==> src/rtl/mips_mem_pkg.sv <==
// Shared types for the MIPS32 bench memory model: port FSM states, word/address
// types, the latched request record and the byte-lane merge used on writes.
package mips_mem_pkg;

  typedef logic [31:0] word_t;
  typedef logic [29:0] waddr_t;

  localparam int BYTE_LANES = 4;

  typedef enum logic [1:0] {
    IDLE,
    WAIT,
    DONE
  } port_state_t;

  typedef struct packed {
    logic                  rd;
    logic [BYTE_LANES-1:0] we;
    word_t                 wdata;
  } mem_req_t;

  function automatic word_t merge_bytes(input word_t old_w, input word_t new_w,
                                        input logic [BYTE_LANES-1:0] we);
    word_t res;
    res = old_w;
    for (int b = 0; b < BYTE_LANES; b++) begin
      if (we[b]) res[8*b +: 8] = new_w[8*b +: 8];
    end
    return res;
  endfunction

endpackage

==> src/rtl/mips_mem_port.sv <==
// One memory port: accepts a request in IDLE, counts down the wait states
// (frozen by stall), then holds DONE for exactly one cycle.
module mips_mem_port
  import mips_mem_pkg::*;
#(
  parameter int     LATENCY     = 1,
  parameter int     DEPTH_WORDS = 4096,
  parameter waddr_t BASE_WORD   = '0,
  parameter int     IDX_W       = 12
) (
  input  logic                  clock,
  input  logic                  reset,
  input  logic                  i_req,
  input  logic                  i_rd,
  input  logic [BYTE_LANES-1:0] i_we,
  input  waddr_t                i_addr,
  input  word_t                 i_wdata,
  input  logic                  i_stall,
  output logic                  o_done,
  output logic                  o_oor_accept,
  output logic                  o_in_range,
  output logic [IDX_W-1:0]      o_idx,
  output mem_req_t              o_req
);

  localparam int               CNT_W    = (LATENCY > 1) ? $clog2(LATENCY) : 1;
  localparam logic [CNT_W-1:0] CNT_LOAD = CNT_W'(LATENCY - 1);

  port_state_t      r_state;
  port_state_t      w_state_nx;
  logic [CNT_W-1:0] r_cnt;
  logic [CNT_W-1:0] w_cnt_nx;
  logic             w_accept;
  waddr_t           w_idx_full;
  logic             w_in_range;

  logic             r_in_range;
  logic [IDX_W-1:0] r_idx;
  mem_req_t         r_req;

  // Addresses below BASE_WORD wrap to large indices and fall out of range.
  assign w_idx_full = i_addr - BASE_WORD;
  assign w_in_range = ({2'b00, w_idx_full} < 32'(DEPTH_WORDS));

  always_comb begin
    w_state_nx = r_state;
    w_cnt_nx   = r_cnt;
    w_accept   = 1'b0;
    case (r_state)
      IDLE: begin
        if (i_req) begin
          w_accept   = 1'b1;
          w_cnt_nx   = CNT_LOAD;
          w_state_nx = (LATENCY == 1) ? DONE : WAIT;
        end
      end
      WAIT: begin
        if (!i_stall) begin
          w_cnt_nx = r_cnt - 1'b1;
          if (r_cnt == CNT_W'(1)) w_state_nx = DONE;
        end
      end
      DONE:    w_state_nx = IDLE;
      default: w_state_nx = IDLE;
    endcase
  end

  always_ff @(posedge clock) begin
    if (reset) begin
      r_state <= IDLE;
      r_cnt   <= '0;
    end else begin
      r_state <= w_state_nx;
      r_cnt   <= w_cnt_nx;
    end
  end

  // Request capture; only these latched values are used after acceptance.
  always_ff @(posedge clock) begin
    if (w_accept) begin
      r_in_range <= w_in_range;
      r_idx      <= w_idx_full[IDX_W-1:0];
      r_req.rd   <= i_rd;
      r_req.we   <= i_we;
      r_req.wdata <= i_wdata;
    end
  end

  assign o_done       = (r_state == DONE);
  assign o_oor_accept = w_accept && !w_in_range;
  assign o_in_range   = r_in_range;
  assign o_idx        = r_idx;
  assign o_req        = r_req;

endmodule

==> config.mk <==
export PLATFORM = sky130hd
export DESIGN_NAME = mips_mem_port
export DESIGN_NICKNAME = d
export VERILOG_FILES = /design/src/rtl/mips_mem_pkg.sv /design/src/rtl/mips_mem_port.sv
export SDC_FILE = /design/constraint.sdc
export NUM_CORES = 1
export LEC_CHECK = 0
export BUFFER_PORTS_ARGS = -buffer_cell sky130_fd_sc_hd__buf_4
export CAP_MARGIN = 20
export CORE_MARGIN = 3
export CORE_UTILIZATION = 41
export DETAILED_ROUTE_END_ITERATION = 10
export HOLD_SLACK_MARGIN = 0.06
export PLACE_DENSITY = 0.86
export SLEW_MARGIN = 25
export SYNTH_ARGS = -nofsm -noshare
export SYNTH_HDL_FRONTEND = slang
export SYNTH_SLANG_ARGS = --single-unit
==> constraint.sdc <==
create_clock -name clock -period 5.8 [get_ports clock]
set_clock_uncertainty 0.2 [all_clocks]
set_input_delay 0.58 -clock clock [delete_from_list [all_inputs] [get_ports clock]]
set_output_delay 0.58 -clock clock [all_outputs]
set_load 0.005 [all_outputs]
==> After elaboration in Yosys (flattened, before gate mapping) <==
Index checks and enable logic that the tools add are counted.
{ "op_classes": {"n_div": 0, "bitwise": 0, "reduce_logical": 6, "n_shift": 0, "order_cmp": 1, "addsub": 1, "n_eq_ne": 5, "mul": 0, "mux": 9} }
{ "op_table": {"columns": ["op", "n"], "rows": [
  ["30-bit by 13-bit less-than comparator with 1-bit output (second input constant)", 1],
  ["2-bit 2-to-1 mux", 3],
  ["2-bit inequality test (second input constant)", 3],
  ["3-bit AND reduction", 2],
  ["1-bit 2-to-1 mux", 4],
  ["2-bit one-hot mux with 2 select lines", 1],
  ["2-bit by 1-bit equality test with 1-bit output (second input constant)", 1],
  ["2-bit equality test (second input constant)", 1],
  ["2-bit logical NOT", 1],
  ["1-bit one-hot mux with 2 select lines", 1],
  ["2-bit nonzero test", 1],
  ["1-bit logical AND", 1],
  ["1-bit logical NOT", 1],
  ["1-bit subtractor (second input constant)", 1]
]} }
{ "word_totals": {"mem_bits_ro": 0, "latchBits": 0, "n_memories": 0, "in_bits": 71, "ram_bits": 0, "reg_bits": 53} }

==> Longest topological paths before layout <==
Gate-level depths: netlist of run 1.
{ "depth": {"ltp_word": 3, "mapped_depth": 3, "mapped_depth_nobuf": 3} }

==> Worst setup path after synthesis of run 1 <==
No wires, ideal clock.
{ "synth_timing": {"path_kind": "input-to-output", "start": "input i_req", "end": "output o_oor_accept", "slack_ns": 1.860, "path_stages": 2, "arrival_ns": 3.160, "path_cell_list": "nor2b_1 o21a_1"} }
{ "synth_between": {"elab_chain_cells": 3} }
{ "synth_rtl": {"columns": ["item", "line_no", "source"], "rows": [
  ["start, declared", "mips_mem_port.sv:13", "input logic i_req,"],
  ["1-bit 2-to-1 mux", "mips_mem_port.sv:51", "if (i_req) begin"],
  ["1-bit 2-to-1 mux", "mips_mem_port.sv:49", "case (r_state)"],
  ["1-bit logical AND", "mips_mem_port.sv:90", "assign o_oor_accept = w_accept && !w_in_range;"],
  ["end, declared", "mips_mem_port.sv:20", "output logic o_oor_accept,"]
]} }
No other way between the ends.

==> Worst setup path after layout of run 1 <==
{ "layout_timing": {"start": "input i_addr[17]", "end": "output o_oor_accept"} }
{ "layout_between": {"elab_chain_cells": 3} }
{ "layout_rtl": {"columns": ["item", "line_no", "source"], "rows": [
  ["start, declared", "mips_mem_port.sv:16", "input waddr_t i_addr,"],
  ["30-bit by 13-bit less-than comparator with 1-bit output", "mips_mem_port.sv:43", "assign w_in_range = ({2'b00, w_idx_full} < 32'(DEPTH_WORDS));"],
  ["1-bit logical NOT", "mips_mem_port.sv:90", null],
  ["1-bit logical AND", "mips_mem_port.sv:90", null]
]} }
No other way between the ends.

==> results of run 1 <==
==> critical path, cell delays in order <==
cell,delay [ns]
buf_4,0.11
or4_4,0.53
o21a_1,0.20
buf_4,0.13
==> cells in the mapped netlist (all sizes together) <==
library cell,n,area (um2)
dfxtp,1,20.02
nor2,2,7.510
or4,1,11.26
nor2b,2,12.51
edfxtp,50,1501
nand4,1,6.260
o21a,1,7.510
nor4,3,18.77
==> power by group through the flow <==
stage / registers (mW) / clock network (mW) / logic, mW
global placement: 0.443 / 0 / 0.0795
global route: 0.438 / 0.205 / 0.0877
finish: 0.436 / 0.183 / 0.0809
detailed placement: 0.444 / 0 / 0.0823
CTS: 0.436 / 0.189 / 0.0822
floorplan: 0.448 / 0 / 0.00830
==> worst max path at each step <==
stage | from | slack (ns) | depth (start not counted) | to
floorplan | i_req | 1.86 | 2 | o_oor_accept
global placement | i_addr[17] | 3.49 | 4 | o_oor_accept
detailed placement | i_addr[17] | 3.48 | 4 | o_oor_accept
CTS | i_addr[17] | 3.48 | 4 | o_oor_accept
global route | i_addr[27] | 3.44 | 5 | o_oor_accept
finish | i_addr[17] | 3.48 | 4 | o_oor_accept
==> through the flow <==
| stage | power [mW] | hold slack, ns | instance area (um2) |
|---|---|---|---|
| after floorplan | 0.4559 | 0.4516 | 1585 |
| after global placement | 0.5227 | 0.5398 | 2566 |
| after detailed placement | 0.5266 | 0.5387 | 2566 |
| after CTS | 0.7072 | 0.2245 | 2646 |
| after global routing | 0.7301 | 0.2203 | 2646 |
| final | 0.6994 | 0.2318 | 2646 |
==> cells by family after synthesis <==
group              count (synthesis)
DFF                               51
AOI/OAI and AO/OA                  1
and+or+nand+nor                    9
==> state kept, by name, indices dropped and copies added (netlist names) <==
| name | cells |
|---|---|
| o_idx | 12 |
| o_in_range | 1 |
| r_state | 1 |
| o_req | 37 |
==> per-layer routing <==
layer / up-vias / track usage [%]
li1: 502 / -
met1: 485 / 16.63
met2: 84 / 30.81
met3: 12 / 7.389
met4: 0 / 9.926
met5: - / 0
==> area by class of cell <==
| type | instances | area [um2] | area share, % |
|---|---|---|---|
| multi-input cells | 10 | 71.32 | 2.695 |
| repair buffers | 122 | 915.9 | 34.61 |
| well taps | 46 | 57.56 | 2.175 |
| clock inverters | 2 | 7.507 | 0.2837 |
| flip-flops and latches | 51 | 1521 | 57.49 |
| clock buffers | 6 | 72.57 | 2.742 |
==> results.cfg, run 1 <==
[outcome]
status = complete, no violations

[yosys]
ys_warn_count = 0
mappedNetlistArea_um2 = 1585
synth-adder-area-share_pct = 0
syn_avg_cell_area_um2 = 25.99
synth_cell_types = 8
ys_ff_latch = 51
ys_seq_area_share_pct = 95.97
syn-instance-count = 61
synth_mux_area_share_pct = 0
synth_simple_gate_area_share_pct = 3.552
synth-xor-area-share_pct = 0
syn_nets = 132
synth-compound-area-share_pct = 0.4736
synth_top_family_by_area = simple AND/OR/NAND/NOR gates

[detailed_routing]
drtAntennaViolNets = 0
drt_iter0_markers = 25
wirelength_mm = 3.861
viasPerCell = 4.570
dr_total_vias = 1083
met2_length_mm = 2.053
first_pass_iters = 5
dr_wl_met3_um = 487
wl_met1_mm = 1.218
drc = 0
highest_layer = met4
post_drt_wl_per_cell_um = 16.29

[power_and_ir_drop]
p_clk_share_pct = 26.1
pwr-share-comb_pct = 11.6
p_per_area_nw_per_um2 = 264.3
switchingPower_uw = 133.5
p_leak_nw = 1.136
intPower_uw = 565.9
vdd_drop_max_mv = 0.1805
sequentialPowerShare_pct = 62.3
p_sw_share_pct = 19.09

[timing]
timing.final.ws_setup_ns = 3.485
fmax_mhz = 431.9
hold_violations = 0
rsz0062_at_grt = no
tns_ns = 0
slew_headroom_pct = 60.11
setup_viol = 0
min_period_ns = 2.315
min_period_over_period_pct = 39.92
drv_slew = 0
worst_pin_slew_ns = 0.5983

[worst_hold_path]
min-delay-start = reset
min_path_type = primary input to flop
hold_depth = 2
hold_end = r_state[1]

[die]
initial_core_util_pct = 45.02
core_um2 = 3521
die_x_um = 68.18
num_io_pins = 123
die-area_um2 = 4649
dieHeight_um = 68.18
rows = 21

[setup_path]
worstRegToRegCells = 2
reg2reg_to = o_idx[8]
path_max_fanout = 2
timing.rr.start = r_state[1]
reg2reg_slack_ns = 4.25
critPathKind = primary input to output pin
cp.required_ns = 5.02
start_kind = primary input
cp-end-kind = output pin
crit_arrival_ns = 1.54

[finish]
nFillCells = 222
fin_util_pct = 75.16
drive_above_1_share_pct = 67.54
n_antenna_cell = 0
final_common_cell = buf_4
most-common-layout-cells = buf_4, edfxtp_1, clkbuf_8
area_delta_synth_final_pct = 66.93
instances_no_fill = 237
num-nets-final = 261

[place]
io_buffers = 121
place_ws_ns = 3.484
dp_cells = 229
routabilityCongestion = 0.7234

[global_route]
overflow = 0
grt_pass1_vias = 1094
grt_pass1_wl_mm = 5.402
grt_start_max_net_pins = 52
antenna_found_initial = 0
track_usage_pct = 17.38

[job]
cap_viol_max_count = 0

[clock_tree]
cts_tree = built
post_cts_buffers = 0
root_buffer = clkbuf_8
clock-sinks = 51
path_clk_slew_ns = 0.08
htree_levels = 2
post_cts_resized = 0
cts_hold_buf = 0
numCtsBuffers = 5
clock_latency_ns = 0.29
clk_path_buf_depth = 2
No activity file was read; power rests on OpenSTA's default activity.
==> run 2: changes to the inputs <==
- ABC_AREA: unset -> 1
- CORE_UTILIZATION: 41 -> 39
- PLACE_DENSITY: 0.86 -> 0.82
- clock period: 5.8 -> 2.3 ns (I/O delays scaled with it)
==> results.cfg, run 2 <==
[detailed_routing]
drt_iter0_markers = 82
post_drt_wl_per_cell_um = 21.70
first_pass_iters = 4
viasPerCell = 4.835
drc = 0
drtAntennaViolNets = 0
wirelength_mm = 6.574
dr_total_vias = 1465

[power_and_ir_drop]
intPower_mw = 1.493
power_mw = 1.896
p_sw_share_pct = 21.25
sequentialPowerShare_pct = 58.3
p_leak_nw = 1.392
p_per_area_nw_per_um2 = 593.6
p_clk_share_pct = 25.8
pwr-share-comb_pct = 15.8
switchingPower_uw = 403.0
vdd_drop_max_mv = 0.4844

[place]
place_ws_ns = 0.8912
io_buffers = 121
routabilityCongestion = 0.7809
dp_hpwl_mm = 3.351

[setup_path]
cp_slowest_cell = dfxtp_1
path_cells = nor2_4 -> buf_4 -> nand2_1 -> inv_1 -> buf_4
cp_common_cell = buf_4
cp.depth = 5
crit_arrival_ns = 1.33
path_buf_inv = 3
cp-end-kind = output pin
worstRegToRegCells = 2
cp_top_family = buffers and inverters
reg2reg_slack_ns = 0.86
cp.required_ns = 1.87
start_kind = flop
critPathKind = flop to output pin
path_max_fanout = 20
max_stage_delay_ns = 0.37

[yosys]
synth_common_cells = edfxtp_1, nor2_1, nand2_1
synth_cell_types = 9
yosys.area.top_type_share_pct = 93.17
mappedNetlistArea_um2 = 1612
ys.flop_type = edfxtp_1
yosys.area.top_type = edfxtp_1
async_flop_share_pct = 0
ys_seq_area_share_pct = 94.41
yosysMostFrequentCell = edfxtp_1
syn-instance-count = 73
synth_area_leaders = edfxtp_1, nor2_1, dfxtp_1
syn_nets = 144
ys_warn_count = 0
syn_avg_cell_area_um2 = 22.08
ys_ff_latch = 51
synth_edf_count = 50

[finish]
area_delta_synth_final_pct = 98.21
drive_above_1_share_pct = 50.98
largest_reg_flops = 37
fin_util_pct = 83.49
num-nets-final = 325
n_antenna_cell = 0
regArea_um2 = 1521
multi_input_area_um2 = 86.33
nFillCells = 177
final_common_cell = buf_4
most-common-layout-cells = buf_4, dlygate4sd3_1, edfxtp_1

[die]
num_io_pins = 123
die-area_um2 = 4939
core_um2 = 3826
rows = 22
die_x_um = 70.28
initial_core_util_pct = 42.12
dieHeight_um = 70.28

[clock_tree]
clock-sinks = 51
path_clk_slew_ns = 0.09
numCtsBuffers = 5
htree_levels = 2
cts_tree = built
root_buffer = clkbuf_8
clock_latency_ns = 0.29
clk_path_buf_depth = 2

[global_route]
grt_start_max_net_pins = 32
antenna_found_initial = 0
overflow = 0
grt_pass1_vias = 1659
grt_pass1_wl_mm = 9.708
track_usage_pct = 27.40

[worst_hold_path]
hold_depth = 6
min_path_type = primary input to flop

[timing]
min_period_over_period_pct = 76.42
worst_pin_slew_ns = 0.3899
hold_violations = 0
slew_headroom_pct = 74.01
tns_ns = 0
fmax_mhz = 568.9
setup_viol = 0
min_period_ns = 1.758
drv_slew = 0
timing.final.ws_setup_ns = 0.5422
rsz0062_at_grt = no

[job]
cap_viol_max_count = 0

[outcome]
status = complete, no violations
==> run 2: through the flow <==
step | instances | hold slack (ns) | instance area [um2]
global placement | 244 | 0.2019 | 2603
detailed placement | 244 | 0.2093 | 2603
global route | 303 | 0.2846 | 3194
finish | 303 | 0.2689 | 3194
floorplan | 73 | 0.1068 | 1619
CTS | 303 | 0.1927 | 3194
==> run 2: cell families after synthesis <==
| family | count (synthesis) | share of synthesized area, % |
|---|---|---|
| simple gates | 19 | 4.891 |
| buf+inv | 3 | 0.6987 |
| flops | 51 | 94.41 |
==> run 2: worst min-delay path, delay by kind of cell <==
family | cells | cell delay (ns)
buf+inv | 2 | 0.14
simple gates | 4 | 0.23
==> run 2: power groups by stage <==
stage	clock (mW)	sequential (mW)	combinational [mW]
global placement	0	1.12	0.205
finish	0.490	1.11	0.300
detailed placement	0	1.12	0.212
floorplan	0	1.13	0.0242
global route	0.539	1.11	0.316
CTS	0.483	1.10	0.282
==> run 2: layout make-up <==
cell class | instances | share of cell area, %
Sequential cell | 51 | 47.63
Inverter | 3 | 0.3525
Clock buffer | 7 | 2.389
Clock inverter | 1 | 0.1567
Tap cell | 48 | 1.880
Timing Repair Buffer | 174 | 44.89
Multi-Input combinational cell | 19 | 2.703
==> run 2: final timing paths <==
kind	startpoint	endpoint
setup / recovery	r_state[1]	o_oor_accept
hold / removal	i_addr[29]	o_in_range
setup reg to reg	r_state[1]	r_state[1]
hold reg to reg	r_state[1]	o_req[13]
==> run 2: repair_timing <==
| item | 4_1_cts | 5_1_grt |
|---|---|---|
| endpoints found under the hold margin | 50 | 0 |
| resized for setup | 0 | 0 |
| hold buffers | 51 | 0 |
| setup buffers | 0 | 0 |
==> run 2: per-layer routing <==
metal  vias to the layer above  wire [um]  GRT usage [%]
met4                         0        106          8.511
li1                        631          -              -
met3                         8        665          8.633
met2                       114       3463          48.44
met1                       712       2339          31.38
met5                         -          0              0
